===== src/rtl/dmem_responder_if.sv =====
`default_nettype none
// ============================================================================
// Module      : dmem_responder_if
// Description : M-stage data-memory bus between the pipeline and the
//               multi-cycle data-memory responder.
//               master : pipeline side (drives request, consumes response)
//               slave  : responder side
//   MemReqM    (m->s) 1   access request (load or store)
//   MemWriteM  (m->s) 1   1 = store, 0 = load
//   ALUOutM    (m->s) 32  byte address
//   WriteDataM (m->s) 32  store data
//   ReadData   (s->m) 32  registered load data
//   MemStall   (s->m) 1   freeze F/D/E/M pipeline registers
//   AddrErr    (s->m) 1   one-cycle fault pulse in DONE
// Revision    : 1.0 - initial release
// ============================================================================
interface dmem_responder_if;
  logic        MemReqM;
  logic        MemWriteM;
  logic [31:0] ALUOutM;
  logic [31:0] WriteDataM;
  logic [31:0] ReadData;
  logic        MemStall;
  logic        AddrErr;

  modport master (
    output MemReqM, MemWriteM, ALUOutM, WriteDataM,
    input  ReadData, MemStall, AddrErr
  );

  modport slave (
    input  MemReqM, MemWriteM, ALUOutM, WriteDataM,
    output ReadData, MemStall, AddrErr
  );
endinterface
`default_nettype wire


===== src/rtl/dmem_responder.sv =====
`default_nettype none
// ============================================================================
// Module      : dmem_responder
// Description : Multi-cycle word-addressed data memory for the M stage.
//               A request seen in IDLE stalls the pipeline for LATENCY
//               cycles, then completes in a single DONE cycle in which
//               ReadData is valid and AddrErr flags a faulting access.
// Ports       : clk   - clock, all state on posedge
//               reset - synchronous active-high reset
//               bus   - dmem_responder_if.slave (request/response bus)
// Parameters  : DEPTH_WORDS - number of 32-bit words (power of 2, >= 4)
//               LATENCY     - stall cycles per access (1..15)
//               ADDR_W      - word-index width, log2(DEPTH_WORDS)
// Revision    : 1.0 - initial release
// ============================================================================
module dmem_responder #(
  parameter int DEPTH_WORDS = 64,
  parameter int LATENCY     = 2,
  parameter int ADDR_W      = 6
) (
  input  wire logic        clk,
  input  wire logic        reset,
  dmem_responder_if.slave  bus
);

  // Parameter sanity: reject illegal builds at elaboration.
  generate
    if (LATENCY < 1 || LATENCY > 15) begin : g_bad_latency
      $error("dmem_responder: LATENCY must be in 1..15");
    end
    if (ADDR_W != $clog2(DEPTH_WORDS) || DEPTH_WORDS < 4) begin : g_bad_depth
      $error("dmem_responder: ADDR_W must equal log2(DEPTH_WORDS), DEPTH_WORDS >= 4");
    end
  endgenerate

  localparam logic [3:0] c_CNT_INIT = 4'(LATENCY - 1);
  localparam bit         c_SINGLE   = (LATENCY == 1);

  typedef enum logic [1:0] {
    S_IDLE = 2'd0,
    S_WAIT = 2'd1,
    S_DONE = 2'd2
  } state_t;

  state_t              r_state;
  logic [3:0]          r_cnt;
  logic [ADDR_W-1:0]   r_idx;
  logic [31:0]         r_data;
  logic                r_write;
  logic                r_fault;
  logic [31:0]         r_rdata;
  logic                r_addr_err;
  logic [31:0]         r_mem [DEPTH_WORDS];

  logic                w_in_idle;
  logic                w_req_fault;
  logic [ADDR_W-1:0]   w_req_idx;
  logic [ADDR_W-1:0]   w_acc_idx;
  logic [31:0]         w_acc_data;
  logic                w_acc_write;
  logic                w_acc_fault;
  logic                w_enter_done;
  logic                w_mem_we;

  // Request decode: misaligned or beyond the array is a fault.
  assign w_req_fault = (bus.ALUOutM[1:0] != 2'b00) | (|bus.ALUOutM[31:ADDR_W+2]);
  assign w_req_idx   = bus.ALUOutM[ADDR_W+1:2];
  assign w_in_idle   = (r_state == S_IDLE);

  // With LATENCY=1 the commit edge is the one leaving IDLE, so the access
  // parameters come straight from the bus; otherwise from the latched copy.
  assign w_acc_idx   = w_in_idle ? w_req_idx      : r_idx;
  assign w_acc_data  = w_in_idle ? bus.WriteDataM : r_data;
  assign w_acc_write = w_in_idle ? bus.MemWriteM  : r_write;
  assign w_acc_fault = w_in_idle ? w_req_fault    : r_fault;

  assign w_enter_done = (w_in_idle & bus.MemReqM & c_SINGLE) |
                        ((r_state == S_WAIT) & (r_cnt == 4'd1));

  // Reset on the commit edge drops the pending store.
  assign w_mem_we = w_enter_done & w_acc_write & ~w_acc_fault & ~reset;

  // Storage is deliberately not reset.
  always_ff @(posedge clk) begin
    if (w_mem_we) begin
      r_mem[w_acc_idx] <= w_acc_data;
    end
  end

  always_ff @(posedge clk) begin
    if (reset) begin
      r_state    <= S_IDLE;
      r_cnt      <= 4'd0;
      r_idx      <= '0;
      r_data     <= 32'd0;
      r_write    <= 1'b0;
      r_fault    <= 1'b0;
      r_rdata    <= 32'd0;
      r_addr_err <= 1'b0;
    end else begin
      r_addr_err <= 1'b0;
      case (r_state)
        S_IDLE: begin
          if (bus.MemReqM) begin
            r_idx   <= w_req_idx;
            r_data  <= bus.WriteDataM;
            r_write <= bus.MemWriteM;
            r_fault <= w_req_fault;
            r_cnt   <= c_CNT_INIT;
            r_state <= c_SINGLE ? S_DONE : S_WAIT;
          end
        end
        S_WAIT: begin
          r_cnt <= r_cnt - 4'd1;
          if (r_cnt == 4'd1) begin
            r_state <= S_DONE;
          end
        end
        // MemReqM still high here is the same instruction: never retrigger.
        S_DONE:  r_state <= S_IDLE;
        default: r_state <= S_IDLE;
      endcase

      if (w_enter_done) begin
        r_addr_err <= w_acc_fault;
        if (!w_acc_write) begin
          r_rdata <= w_acc_fault ? 32'd0 : r_mem[w_acc_idx];
        end
      end
    end
  end

  assign bus.MemStall = (r_state == S_WAIT) | (w_in_idle & bus.MemReqM);
  assign bus.ReadData = r_rdata;
  assign bus.AddrErr  = r_addr_err;

endmodule
`default_nettype wire

===== src/flat_wrapper.sv =====
// flat-port wrapper written by rule: the top's interface ports become plain ports
module dmem_responder_flat 
#(
  parameter int DEPTH_WORDS = 64,
  parameter int LATENCY     = 2,
  parameter int ADDR_W      = 6
)
  (clk, reset, bus_MemReqM, bus_MemWriteM, bus_ALUOutM, bus_WriteDataM, bus_ReadData, bus_MemStall, bus_AddrErr);
  dmem_responder_if bus_i ();
  input  wire logic clk;
  input  wire logic reset;
  input wire logic [$bits(bus_i.MemReqM)-1:0] bus_MemReqM;
  input wire logic [$bits(bus_i.MemWriteM)-1:0] bus_MemWriteM;
  input wire logic [$bits(bus_i.ALUOutM)-1:0] bus_ALUOutM;
  input wire logic [$bits(bus_i.WriteDataM)-1:0] bus_WriteDataM;
  output wire logic [$bits(bus_i.ReadData)-1:0] bus_ReadData;
  output wire logic [$bits(bus_i.MemStall)-1:0] bus_MemStall;
  output wire logic [$bits(bus_i.AddrErr)-1:0] bus_AddrErr;
  assign bus_i.MemReqM = bus_MemReqM;
  assign bus_i.MemWriteM = bus_MemWriteM;
  assign bus_i.ALUOutM = bus_ALUOutM;
  assign bus_i.WriteDataM = bus_WriteDataM;
  assign bus_ReadData = bus_i.ReadData;
  assign bus_MemStall = bus_i.MemStall;
  assign bus_AddrErr = bus_i.AddrErr;
  dmem_responder #(.DEPTH_WORDS(DEPTH_WORDS), .LATENCY(LATENCY), .ADDR_W(ADDR_W)) u_core (.clk(clk), .reset(reset), .bus(bus_i));
endmodule

===== config.mk =====
export PLATFORM = sky130hd
export DESIGN_NAME = dmem_responder_flat
export DESIGN_NICKNAME = d
export VERILOG_FILES = /design/src/rtl/dmem_responder_if.sv /design/src/rtl/dmem_responder.sv /design/src/flat_wrapper.sv
export SDC_FILE = /design/constraint.sdc
export NUM_CORES = 2
export LEC_CHECK = 0
export CAP_MARGIN = 20
export CORE_ASPECT_RATIO = 1.5
export CORE_MARGIN = 2
export CORE_UTILIZATION = 32
export CTS_BUF_LIST = sky130_fd_sc_hd__clkbuf_8
export CTS_CLUSTER_DIAMETER = 200
export DETAILED_ROUTE_END_ITERATION = 10
export REMOVE_ABC_BUFFERS = 1
export SLEW_MARGIN = 20
export SYNTH_ARGS = -nofsm -noshare
export SYNTH_HDL_FRONTEND = slang
export SYNTH_SLANG_ARGS = --single-unit

===== constraint.sdc =====
create_clock -name clk -period 4.56 [get_ports clk]
set_clock_uncertainty 0.2 [all_clocks]
set_input_delay 0.456 -clock clk [delete_from_list [all_inputs] [get_ports clk]]
set_output_delay 0.456 -clock clk [all_outputs]
set_load 0.01 [all_outputs]

==> flow_results.org <==
** Outcome
- The run finished with clean final reports.

** Logic synthesis
- Sequential element share of the synthesized area :: 78.9%
- Post-Synthesis Cell Area :: 80000 um2
- The netlist uses 95 different library cells.
- After synthesis, the share of cell area in mux cells is 1.43%.
- Adder and majority cell fraction of the synthesized area :: 0.0313%
- Main combinational cell family by area after synthesis :: compound AO/OA/AOI/OAI gates
- Mean cell area of the mapped netlist :: 15.5 um2
- In the synthesized netlist the async set-or-reset flop fraction comes to 0%.
- Summing the areas of all xor and xnor instances in the mapped netlist gives 0.0109% of the synthesized area.
- Simple-gate portion of the synthesized area :: 7.36%
- Synthesized-area fraction occupied by ao, oa, aoi and oai cells :: 10.3%
- The Yosys step of the flow raised 0 warnings.
- In this run, synthesis produced a sequential element count of 2127.
- Synthesis produced a netlist whose cell count is 5157.
- Primary flip-flop cell chosen by synthesis mapping :: edfxtp_1
- Post-synth EDFFs :: 2048

** Critical path
- The signal on the critical path passes through nor3_1 -> a22oi_2 -> buf_12 -> buf_4 -> o22ai_1 -> or3_1 -> a221oi_1 -> a31o_1.
- The worst register-to-register path ends at u_core.bus.ReadData[9].
- Number of cells on the worst reg-to-reg path :: 8
- Launch instance of the worst register-to-register path :: u_core.r_state[1]
- Worst path top cell family by delay :: compound AO/OA/AOI/OAI gates
- The number of buffers and inverters on the critical path is 2.
- Flop2flop setup slack :: 0.09 ns
- For this run, the slowest stage of the critical path takes 0.99 ns.
- Data on the critical path is required at its endpoint by 5.22 ns.
- Critical path arrival :: 5.14 ns
- The slowest stage of the critical path is the a22oi_2 cell.
- STA classifies the critical path startpoint as a flip-flop.
- Crit-path max FO :: 33
- The worst setup path is captured at a flip-flop.
- The critical path is of the reg2reg type.

** Floorplanning
- Measured along the y axis, the die boundary spans 616 um.
- Die boundary width :: 412 um
- The initial utilization of the core area, before any placement, comes to 32.2%.
- Row generation in the floorplan step produced 224 rows.
- 102 I/O pins were placed.
- Die Area :: 254000 um2
- Area of the core :: 248000 um2

** Clocking
- Counting every sink on the clock net gives 2127.
- Clock latency on the worst-skew pair, taken at its later pin, is 0.92 ns.
- Register clock-pin slew on the reported worst setup and hold paths :: 0.07 ns
- The clock passes through at most 4 buffers.
- Post-cts gate resize count :: 0
- Deepest level of the CTS H-tree :: 5
- Counting the buffers created by CTS gives 298.
- Buffer type at the clock tree root :: clkbuf_8
- Buffers inserted during post-CTS setup optimization :: 0
- TritonCTS built the clock tree.

** Worst hold path
- The tightest min-delay check is of the in2reg type.
- The worst hold path was traced through 3 stages.
- Worst hold path startpoint :: bus_ALUOutM[4]
- Hold endpoint :: u_core.r_idx[2]

** Detailed routing
- Number of remaining DRC errors :: 0
- First-pass detailed-route iteration total :: 6
- The routed design has 313000 um of wire.
- Dividing the detail-routed via count by the number of cells gives 5.93.
- The detail route stage leaves a number of antenna-violating nets equal to 0.
- In this run, the number of DRC markers left after iteration 0 of detailed routing was 8885.
- Average detailed-routed wire length per instance :: 34.1 um
- Total via count after detailed routing :: 54400

** Job
- Maxcap violations :: 0

** Timing
- The final-report hold violation count came to 0.
- Number of setup violations in the final report :: 0
- Time the worst path needs with I/O delays and setup :: 4.47 ns
- Final number of max-transition violations :: 0
- Share of the clock period used by the worst path :: 98.1%
- Peak Freq :: 224 MHz
- Setup repair after global routing left no endpoint under its margin.
- For the final routed database, the setup TNS stands at 0 ns.
- Slew HR :: 14.7%
- At the pin with the least slew margin, the transition time is 1.28 ns.

** Finish
- In the final layout, flip-flops and latches occupy 63100 um2.
- At the end of the flow, the number of nets in the layout was 5722.
- The post-route netlist has 15.4% of its cells at a drive strength greater than 1.
- The filler cells instantiated in the layout total 23200.
- Layout overhead on the synthesized area :: 17.7%
- Final core occ :: 37.9%
- Multi-input combinational cell area :: 16000 um2

** Pwr
- Total net switching power :: 0.0104 W
- Share of total power in the clock network :: 35.5%
- Cell internal power dissipation :: 0.0301 W
- Switching share of total power :: 25.8%
- For this design the ratio of total power to cell area is 430 nW/um2.
- Worst-case vdd ir drop :: 0.000243 V
- The analysis attributes to cell leakage a power of 30.8 nW.
- Power share of the sequential group :: 54.0%
- Combinational fraction of design power :: 10.4%

** GRT
- The number of antenna violations at the first check in global routing is 20.
- The via count of the first global-routing pass came to 52700.
- Met1 Track Usage GR :: 27.4%
- In the global route stage, met2 resource usage came out at 38.5%.
- Total track usage :: 23.8%
- Global-route met3 utilization :: 5.89%
- Wire length of the first global-routing pass :: 421000 um
- Pin count of the biggest net entering global routing :: 73
- After global routing the overflow that remains totals 0.
- The global routing stage identified its most utilized layer as met2.

** Place
- Detailed Place HPWL :: 184000 um
- Last weighted congestion value of the routability-driven placer :: 0.913
- Count of buffers inserted at the top-level ports :: 101
==> flip-flops by register name, summed over array words and instances (netlist names) <==
signal and flops:
u_core.r_write 1, u_core.bus.AddrErr 1, u_core.r_state 2, u_core.bus.ReadData 32, u_core.r_idx 6, u_core.r_data 32, u_core.r_mem 2048, u_core.r_cnt 4
u_core.r_fault 1
==> timing repair <==
item	4_1_cts	5_1_grt
hold endpoints to repair	46	0
endpoints found under the setup margin	0	0
hold buffers	51	0
==> cells by family (layout without fill, tap and decap cells) <==
group,after synthesis,in the layout
fa+ha+maj,2,2
mux,113,113
xor+xnor,1,1
simple gates,1368,1368
compound gates,1212,1212
other cells,0,11
buf+inv,334,1061
flops,2127,2127
==> worst reg2reg max path, cell delays in order (launching register included) <==
cell and delay [ns]:
dfxtp_1 0.67, nor3_1 0.28, a22oi_2 0.99, buf_12 0.33, buf_4 0.33, o22ai_1 0.11, or3_1 0.36, a221oi_1 0.90
a31o_1 0.25
==> layer usage <==
metal	share of wire (%)	wire length, um
met4	8.6	26900
met3	12	36900
met2	47	146000
met1	33	103000
met5	0.040	126
==> layout by cell type, fill, tap and decap left out, types with 10 or more instances in the layout <==
| cell | instances |
|---|---|
| edfxtp_1 | 2048 |
| nand2_1 | 788 |
| o22ai_1 | 406 |
| clkbuf_8 | 321 |
| buf_4 | 290 |
| a21oi_1 | 264 |
| nand3_1 | 149 |
| nor2_1 | 120 |
| a31oi_1 | 108 |
| mux2i_1 | 104 |
| clkdlybuf4s50_1 | 100 |
| inv_1 | 96 |
| buf_12 | 79 |
| dfxtp_1 | 79 |
| nor2_4 | 70 |
| clkinv_1 | 63 |
| o221ai_1 | 59 |
| dlygate4sd3_1 | 51 |
| a32o_1 | 47 |
| o31ai_1 | 46 |
| nor3_1 | 43 |
| and3_1 | 41 |
| clkinv_2 | 39 |
| o21ai_0 | 37 |
| o22a_1 | 36 |
| nor4_1 | 35 |
| nand2_2 | 34 |
| o41ai_1 | 26 |
| a211oi_1 | 21 |
| a222oi_1 | 19 |
| or3_1 | 16 |
| or4_1 | 14 |
| a32oi_1 | 13 |
| o31a_1 | 12 |
| diode_2 | 11 |
| a211o_1 | 11 |
| bufinv_16 | 11 |
| o2111ai_1 | 10 |
| a21o_1 | 10 |
==> power by group through the flow <==
stage | sequential [W] | clock, W | combinational, W
2_1_floorplan | 0.0223 | 0 | 0.00187
3_3_place_gp | 0.0223 | 0 | 0.00401
3_5_place_dp | 0.0223 | 0 | 0.00406
4_1_cts | 0.0219 | 0.0145 | 0.00410
5_1_grt | 0.0219 | 0.0152 | 0.00432
6_report | 0.0219 | 0.0144 | 0.00423
==> cells in the mapped netlist (all sizes together), types with 7 or more instances <==
master,instances,area [um2]
edfxtp,2048,61500
nand2,827,3130
o22ai,406,2540
a21oi,266,1340
buf,206,1120
nor2,194,741
nand3,149,746
clkbuf,121,454
a31oi,109,688
mux2i,104,1040
dfxtp,79,1580
o221ai,59,517
a32o,47,470
o31ai,47,358
nor3,44,220
and3,41,257
o21ai,40,204
nor4,36,231
o22a,36,315
o41ai,27,244
a211oi,21,158
a222oi,19,190
or3,16,100
a32oi,14,130
or4,14,105
a21o,12,90.1
o31a,12,105
a211o,11,96.3
a31o,10,87.6
o2111ai,10,87.6
and2,9,56.3
mux2,9,101
nand2b,8,50.1
a2111oi,7,61.3
a221oi,7,61.3
a22oi,7,76.3
inv,7,26.3
==> worst max path at each step <==
| stage | end | depth (start not counted) | start | slack, ns |
|---|---|---|---|---|
| after CTS | u_core.bus.ReadData[9] | 8 | u_core.r_state[1] | 0.25 |
| final | u_core.bus.ReadData[9] | 8 | u_core.r_state[1] | 0.09 |
| after global routing | u_core.bus.ReadData[9] | 8 | u_core.r_state[1] | 0.10 |
| after detailed placement | u_core.bus.ReadData[9] | 9 | bus_ALUOutM[4] | -0.12 |
| after global placement | u_core.bus.ReadData[9] | 9 | bus_ALUOutM[4] | -0.08 |
| after floorplan | u_core.bus.ReadData[18] | 7 | u_core.r_state[0] | -3.09 |
==> final cells by class <==
class | instances | area share (%)
sequential | 2127 | 67.0
clock buffer | 321 | 4.69
antenna | 11 | 0.0292
tap | 3277 | 4.35
inverter | 7 | 0.0279
clock inverter | 211 | 1.24
timing repair buffer | 522 | 5.63
multi-input combinational | 2696 | 17.0
==> metrics by stage <==
stage | setup slack, ns | instance area, um2 | total power, W | hold slack [ns] | instances
3_5_place_dp | -0.116 | 88000 | 0.0264 | 0.247 | 8577
5_1_grt | 0.102 | 94100 | 0.0414 | 0.139 | 9163
3_3_place_gp | -0.0819 | 88000 | 0.0263 | 0.241 | 8577
2_1_floorplan | -3.09 | 78400 | 0.0242 | 0.231 | 4830
6_report | 0.0858 | 94200 | 0.0405 | 0.129 | 9172
4_1_cts | 0.252 | 94100 | 0.0405 | 0.0539 | 9160
No activity file was read; power rests on OpenSTA's default activity.
